### src/rtl/action_selector.sv
// Move-selection stage: scans the nine cells of one game state in the action RAM
// and reports the legal (unoccupied) cell with the highest signed score.
module action_selector (
    input  logic        clock,
    input  logic        reset_n,
    input  logic        start,
    input  logic [7:0]  state_base,
    input  logic [8:0]  board_x,
    input  logic [8:0]  board_o,
    output logic [7:0]  read_address,
    input  logic [15:0] ram_data,
    output logic        busy,
    output logic        done,
    output logic        move_valid,
    output logic [3:0]  move_cell,
    output logic [15:0] move_score
);

    typedef enum logic [1:0] {
        S_IDLE  = 2'd0,
        S_FETCH = 2'd1,
        S_DONE  = 2'd2
    } state_t;

    state_t      r_state;
    state_t      w_next;

    logic [7:0]  r_base;
    logic [8:0]  r_occ;
    logic [7:0]  r_addr;
    logic [3:0]  r_cnt;
    logic        r_issue;
    logic        r_cmp_valid;
    logic [3:0]  r_cmp_idx;
    logic        r_found;
    logic [3:0]  r_best_cell;
    logic [15:0] r_best_score;
    logic        r_busy;
    logic        r_done;
    logic        r_move_valid;
    logic [3:0]  r_move_cell;
    logic [15:0] r_move_score;

    logic [15:0] w_occ16;
    logic        w_legal;
    logic        w_take;
    logic        w_found_n;
    logic [3:0]  w_cell_n;
    logic [15:0] w_score_n;

    assign read_address = r_addr;
    assign busy         = r_busy;
    assign done         = r_done;
    assign move_valid   = r_move_valid;
    assign move_cell    = r_move_cell;
    assign move_score   = r_move_score;

    // State register
    always_ff @(posedge clock or negedge reset_n) begin
        if (!reset_n) begin
            r_state <= S_IDLE;
        end else begin
            r_state <= w_next;
        end
    end

    // Next-state logic; the scan ends once the cell-8 data has been compared
    always_comb begin
        w_next = r_state;
        case (r_state)
            S_IDLE: begin
                if (start) begin
                    w_next = S_FETCH;
                end else begin
                    w_next = S_IDLE;
                end
            end
            S_FETCH: begin
                if (r_cmp_valid && (r_cmp_idx == 4'd8)) begin
                    w_next = S_DONE;
                end else begin
                    w_next = S_FETCH;
                end
            end
            S_DONE:  w_next = S_IDLE;
            default: w_next = S_IDLE;
        endcase
    end

    // Compare the returning score against the running best (ties keep the lower cell)
    always_comb begin
        w_occ16   = {7'd0, r_occ};
        w_legal   = r_cmp_valid && !w_occ16[r_cmp_idx];
        w_take    = 1'b0;
        if (w_legal) begin
            w_take = !r_found || ($signed(ram_data) > $signed(r_best_score));
        end else begin
            w_take = 1'b0;
        end
        w_found_n = r_found | w_take;
        w_cell_n  = w_take ? r_cmp_idx : r_best_cell;
        w_score_n = w_take ? ram_data  : r_best_score;
    end

    // Address issue, compare pipeline and registered result outputs
    always_ff @(posedge clock or negedge reset_n) begin
        if (!reset_n) begin
            r_base       <= 8'h00;
            r_occ        <= 9'h000;
            r_addr       <= 8'h00;
            r_cnt        <= 4'd0;
            r_issue      <= 1'b0;
            r_cmp_valid  <= 1'b0;
            r_cmp_idx    <= 4'd0;
            r_found      <= 1'b0;
            r_best_cell  <= 4'hF;
            r_best_score <= 16'h0000;
            r_busy       <= 1'b0;
            r_done       <= 1'b0;
            r_move_valid <= 1'b0;
            r_move_cell  <= 4'hF;
            r_move_score <= 16'h0000;
        end else begin
            r_busy <= (w_next != S_IDLE);
            case (r_state)
                S_IDLE: begin
                    r_done <= 1'b0;
                    if (start) begin
                        r_base       <= state_base;
                        r_occ        <= board_x | board_o;
                        r_addr       <= state_base;
                        r_cnt        <= 4'd0;
                        r_issue      <= 1'b1;
                        r_cmp_valid  <= 1'b0;
                        r_found      <= 1'b0;
                        r_best_cell  <= 4'hF;
                        r_best_score <= 16'h0000;
                    end
                end
                S_FETCH: begin
                    // r_cnt names the cell whose address was on the bus last cycle
                    if (r_issue) begin
                        r_cmp_valid <= 1'b1;
                        r_cmp_idx   <= r_cnt;
                        if (r_cnt == 4'd8) begin
                            r_issue <= 1'b0;
                        end else begin
                            r_cnt  <= r_cnt + 4'd1;
                            r_addr <= r_base + {4'd0, r_cnt + 4'd1};
                        end
                    end else begin
                        r_cmp_valid <= 1'b0;
                    end
                    r_found      <= w_found_n;
                    r_best_cell  <= w_cell_n;
                    r_best_score <= w_score_n;
                    if (w_next == S_DONE) begin
                        r_done       <= 1'b1;
                        r_move_valid <= w_found_n;
                        r_move_cell  <= w_found_n ? w_cell_n  : 4'hF;
                        r_move_score <= w_found_n ? w_score_n : 16'h0000;
                    end else begin
                        r_done <= 1'b0;
                    end
                end
                S_DONE: begin
                    r_done <= 1'b0;
                end
                default: begin
                    r_done <= 1'b0;
                end
            endcase
        end
    end

endmodule

### config.mk
export PLATFORM = sky130hd
export DESIGN_NAME = action_selector
export DESIGN_NICKNAME = d
export VERILOG_FILES = /design/src/rtl/action_selector.sv
export SDC_FILE = /design/constraint.sdc
export NUM_CORES = 1
export LEC_CHECK = 0
export BUFFER_PORTS_ARGS = -buffer_cell sky130_fd_sc_hd__clkbuf_2
export CAP_MARGIN = 20
export CORE_MARGIN = 3
export CORE_UTILIZATION = 55
export CTS_CLUSTER_DIAMETER = 50
export DETAILED_ROUTE_END_ITERATION = 8
export PLACE_DENSITY = 0.81
export SLEW_MARGIN = 20
export SYNTH_ARGS = -nofsm -noshare
export SYNTH_HDL_FRONTEND = slang
export SYNTH_SLANG_ARGS = --single-unit
### constraint.sdc
create_clock -name clock -period 3.3 [get_ports clock]
set_clock_uncertainty 0.15 [all_clocks]
set_input_delay 0.165 -clock clock [delete_from_list [all_inputs] [get_ports clock]]
set_output_delay 0.165 -clock clock [all_outputs]
set_load 0.005 [all_outputs]
==> results_dict.tcl <==
set metrics [dict create \
    drc_errors 0 \
    drv_slew 0 \
    r2r_cells 7 \
    firstDrtPassIters 4 \
    final_common_cell "clkbuf_2" \
    fin_ws_ns 0.2225 \
    hp-class "flip-flop to flip-flop" \
    cts_setup_buffers 0 \
    synth_fp_nets 462 \
    grt_start_max_net_pins 82 \
    finalSetupViolCount 0 \
    grt_pass1_vias 3497 \
    drt_first_iter_violations 158 \
    pre_cts_ws_ns 0.2720 \
    instances_no_fill 612 \
    wire_per_inst_um 15.43 \
    grt_pass1_wl_mm 15.97 \
    via_per_inst 5.423 \
    overflow 0 \
    worst_slew_pin_slew_ns 1.052 \
    core_um2 7019 \
    finalCritPeriodShare_pct 93.26 \
    p_leak_uw 0.002554 \
    period_needed_ns 3.077 \
    synthCells 394 \
    synth.distinct_cells 50 \
    syn_area_per_cell_um2 10.39 \
    power_frac_comb_pct 48.8 \
    ctsRootBufferMaster "clkbuf_8" \
    r2r_end "move_score[11]" \
    fin_nets 579 \
    synth_top_family_by_area "compound AO/OA/AOI/OAI gates" \
    diodes 0 \
    antenna_found_initial 0 \
    fin_tns_setup_ns 0 \
    cts_tree "built" \
    synth.area.mux_share_pct 2.109 \
    die_x_um 92.26 \
    dpl.hpwl_mm 6.043 \
    post_synth_fa_ha_maj_area_fraction_pct 7.215 \
    hold_depth 2 \
    ys_seq_area_share_pct 49.77 \
    filler_cell_count 518 \
    hp-start "r_occ[5]" \
    cts_buffers 9 \
    end_kind "flip-flop" \
    ys_warn_count 0 \
    syn_area_um2 4093 \
    synthArstFlopShare_pct 100.0 \
    path_clk_slew_ns 0.08 \
    synth-edff-count 0 \
    rsz0062_at_grt "false" \
    dp_cells 552 \
    worstSkewPairLatency_ns 0.36 \
    clock_sinks 81 \
    maxCapViolCount 0 \
    synth-seq-cells 81 \
    ios 76 \
    vias 3319 \
    yosys.area_share.simple_pct 14.31 \
    ir_worst_vdd_uv 532.7 \
    area_delta_synth_final_pct 26.26 \
    grtUsageTotal_pct 23.66 \
    p_per_area_nw_per_um2 965.8 \
    hold_violations 0 \
    internal_power_uw 2982 \
    crit_type "primary input to flip-flop" \
    cts_max_path_buffers 2 \
    cts_max_level 3 \
    synth_flop_cell "dfrtp_1" \
    final_cell_mix "clkbuf_2, dfrtp_1, nand2_1, dlygate4sd3_1, inv_1" \
    p_sw_share_pct 40.26 \
    fmax_mhz 324.9 \
    portBuffers 75 \
    rr_startpoint "r_best_score[15]" \
    r2r_slack_ns 0.28 \
    rows 30 \
    drive_above_1_share_pct 22.29 \
    clock_power_share_pct 14.1 \
    status "finished, final reports clean" \
    critPathMaxFanout 16 \
    routed_wl_mm 9.441 \
    synth_compound_area_share_pct 19.99 \
    cp-start-kind "primary input" \
    die_area_um2 8512 \
    min_to "r_occ[5]" \
    cp.arrival_ns 3.22 \
    place.gp.congestion 0.8214 \
    antenna_left 0 \
    pwr-share-seq_pct 37.0 \
    power_switching_uw 2009 \
    relSlewSlack_pct 29.48 \
    cp.required_ns 3.44 \
    initial_utilization_pct 58.31 \
    die_h_um 92.26 \
    synth-xor-area-share_pct 1.498 \
]
per-layer routing:
| layer | up-vias | share of wire [%] | global-route usage [%] |
|---|---|---|---|
| li1 | 1606 | - | - |
| met1 | 1618 | 42 | 28.69 |
| met2 | 81 | 52 | 42.58 |
| met3 | 14 | 4.4 | 2.953 |
| met4 | 0 | 1.6 | 9.406 |
| met5 | - | 0 | 0 |
sequential cells by signal, indices dropped and copies added, names as in the netlist, 8 cells and up:
signal	flops
r_best_score	16
read_address	8
r_base	8
r_occ	9
move_score	16
through the flow:
| stage | utilization [%] | instance area (µm²) | hold slack (ns) | total power (µW) |
|---|---|---|---|---|
| 2_1_floorplan | - | 4093 | -0.2806 | 3535 |
| 3_3_place_gp | 64.58 | 4533 | 0.2207 | 4099 |
| 3_5_place_dp | 64.58 | 4533 | 0.2302 | 4219 |
| 4_1_cts | 73.62 | 5167 | 0.3192 | 5000 |
| 5_1_grt | 73.62 | 5167 | 0.3459 | 5412 |
| 6_report | 73.62 | 5167 | 0.3192 | 4991 |
synth_stat cells, types with 2 or more instances:
master    instances  area share (%)
a21o_1           10             1.8
a21oi_1          14             1.7
a221o_1          16             3.9
a22o_1           16             3.4
a22oi_1           5            0.92
and2_1           17             2.6
buf_2             5            0.61
buf_6             3            0.83
clkbuf_1          8            0.73
dfrtp_1          73              45
dfstp_2           8             5.1
ha_1             22             6.7
inv_1            31             2.8
mux2_1            3            0.83
mux2_2            2            0.55
mux2i_1           3            0.73
nand2_1          67             6.1
nand2b_1          3            0.46
nand3_1           5            0.61
nand4_1           3            0.46
nor2_1           14             1.3
nor2b_1           5            0.76
nor3_1            5            0.61
o21ai_0          24             2.9
o31ai_1           2            0.37
xnor2_1           4            0.86
xor2_1            3            0.64
worst max path at each step:
stage | start | endpoint | slack, ns | cells past startpoint
after floorplan | r_best_score[1] | move_score[10] | 0.97 | 9
after global placement | r_best_score[1] | move_score[3] | 0.44 | 8
after detailed placement | r_best_score[15] | move_score[10] | 0.27 | 7
after CTS | ram_data[15] | move_score[11] | 0.18 | 8
after global routing | ram_data[15] | move_score[2] | 0.02 | 8
final | ram_data[15] | move_score[11] | 0.22 | 8
layout make-up:
| class | count | area, µm² | share of cell area, % |
|---|---|---|---|
| sequential | 81 | 2037 | 39.42 |
| multi-input combinational | 265 | 1852 | 35.84 |
| timing repair buffer | 123 | 848.3 | 16.42 |
| clock buffer | 15 | 186.4 | 3.608 |
| tap | 96 | 120.1 | 2.324 |
| inverter | 31 | 116.4 | 2.252 |
| clock inverter | 1 | 7.507 | 0.1453 |
power groups by stage:
stage	sequential [µW]	clock (µW)	combinational [µW]
finish	1850	705	2440
global route	1910	758	2750
CTS	1840	716	2440
detailed placement	1850	0	2370
global placement	1830	0	2270
floorplan	1790	0	1750
repair_timing:
action	in CTS	in global routing
hold buffers	44	0
hold endpoints to repair	131	0
resized for setup	0	0
critical path, cell delays in order:
cell	delay, ns
dlygate4sd3_1	0.53
clkbuf_2	0.14
ha_1	0.33
nand4_1	0.23
a211oi_1	0.50
o41ai_4	0.16
nor3_2	0.85
a221o_1	0.30
logic make-up (layout without fill, tap and decap cells):
kind of cell / after synthesis / after routing
adder cells (fa/ha/maj): 23 / 23
XOR/XNOR: 7 / 7
multiplexers: 8 / 8
buffers and inverters: 48 / 170
flip-flops: 81 / 81
AO/OA/AOI/OAI: 103 / 103
AND/OR/NAND/NOR: 124 / 124
Power figures use the tool's default switching activity.
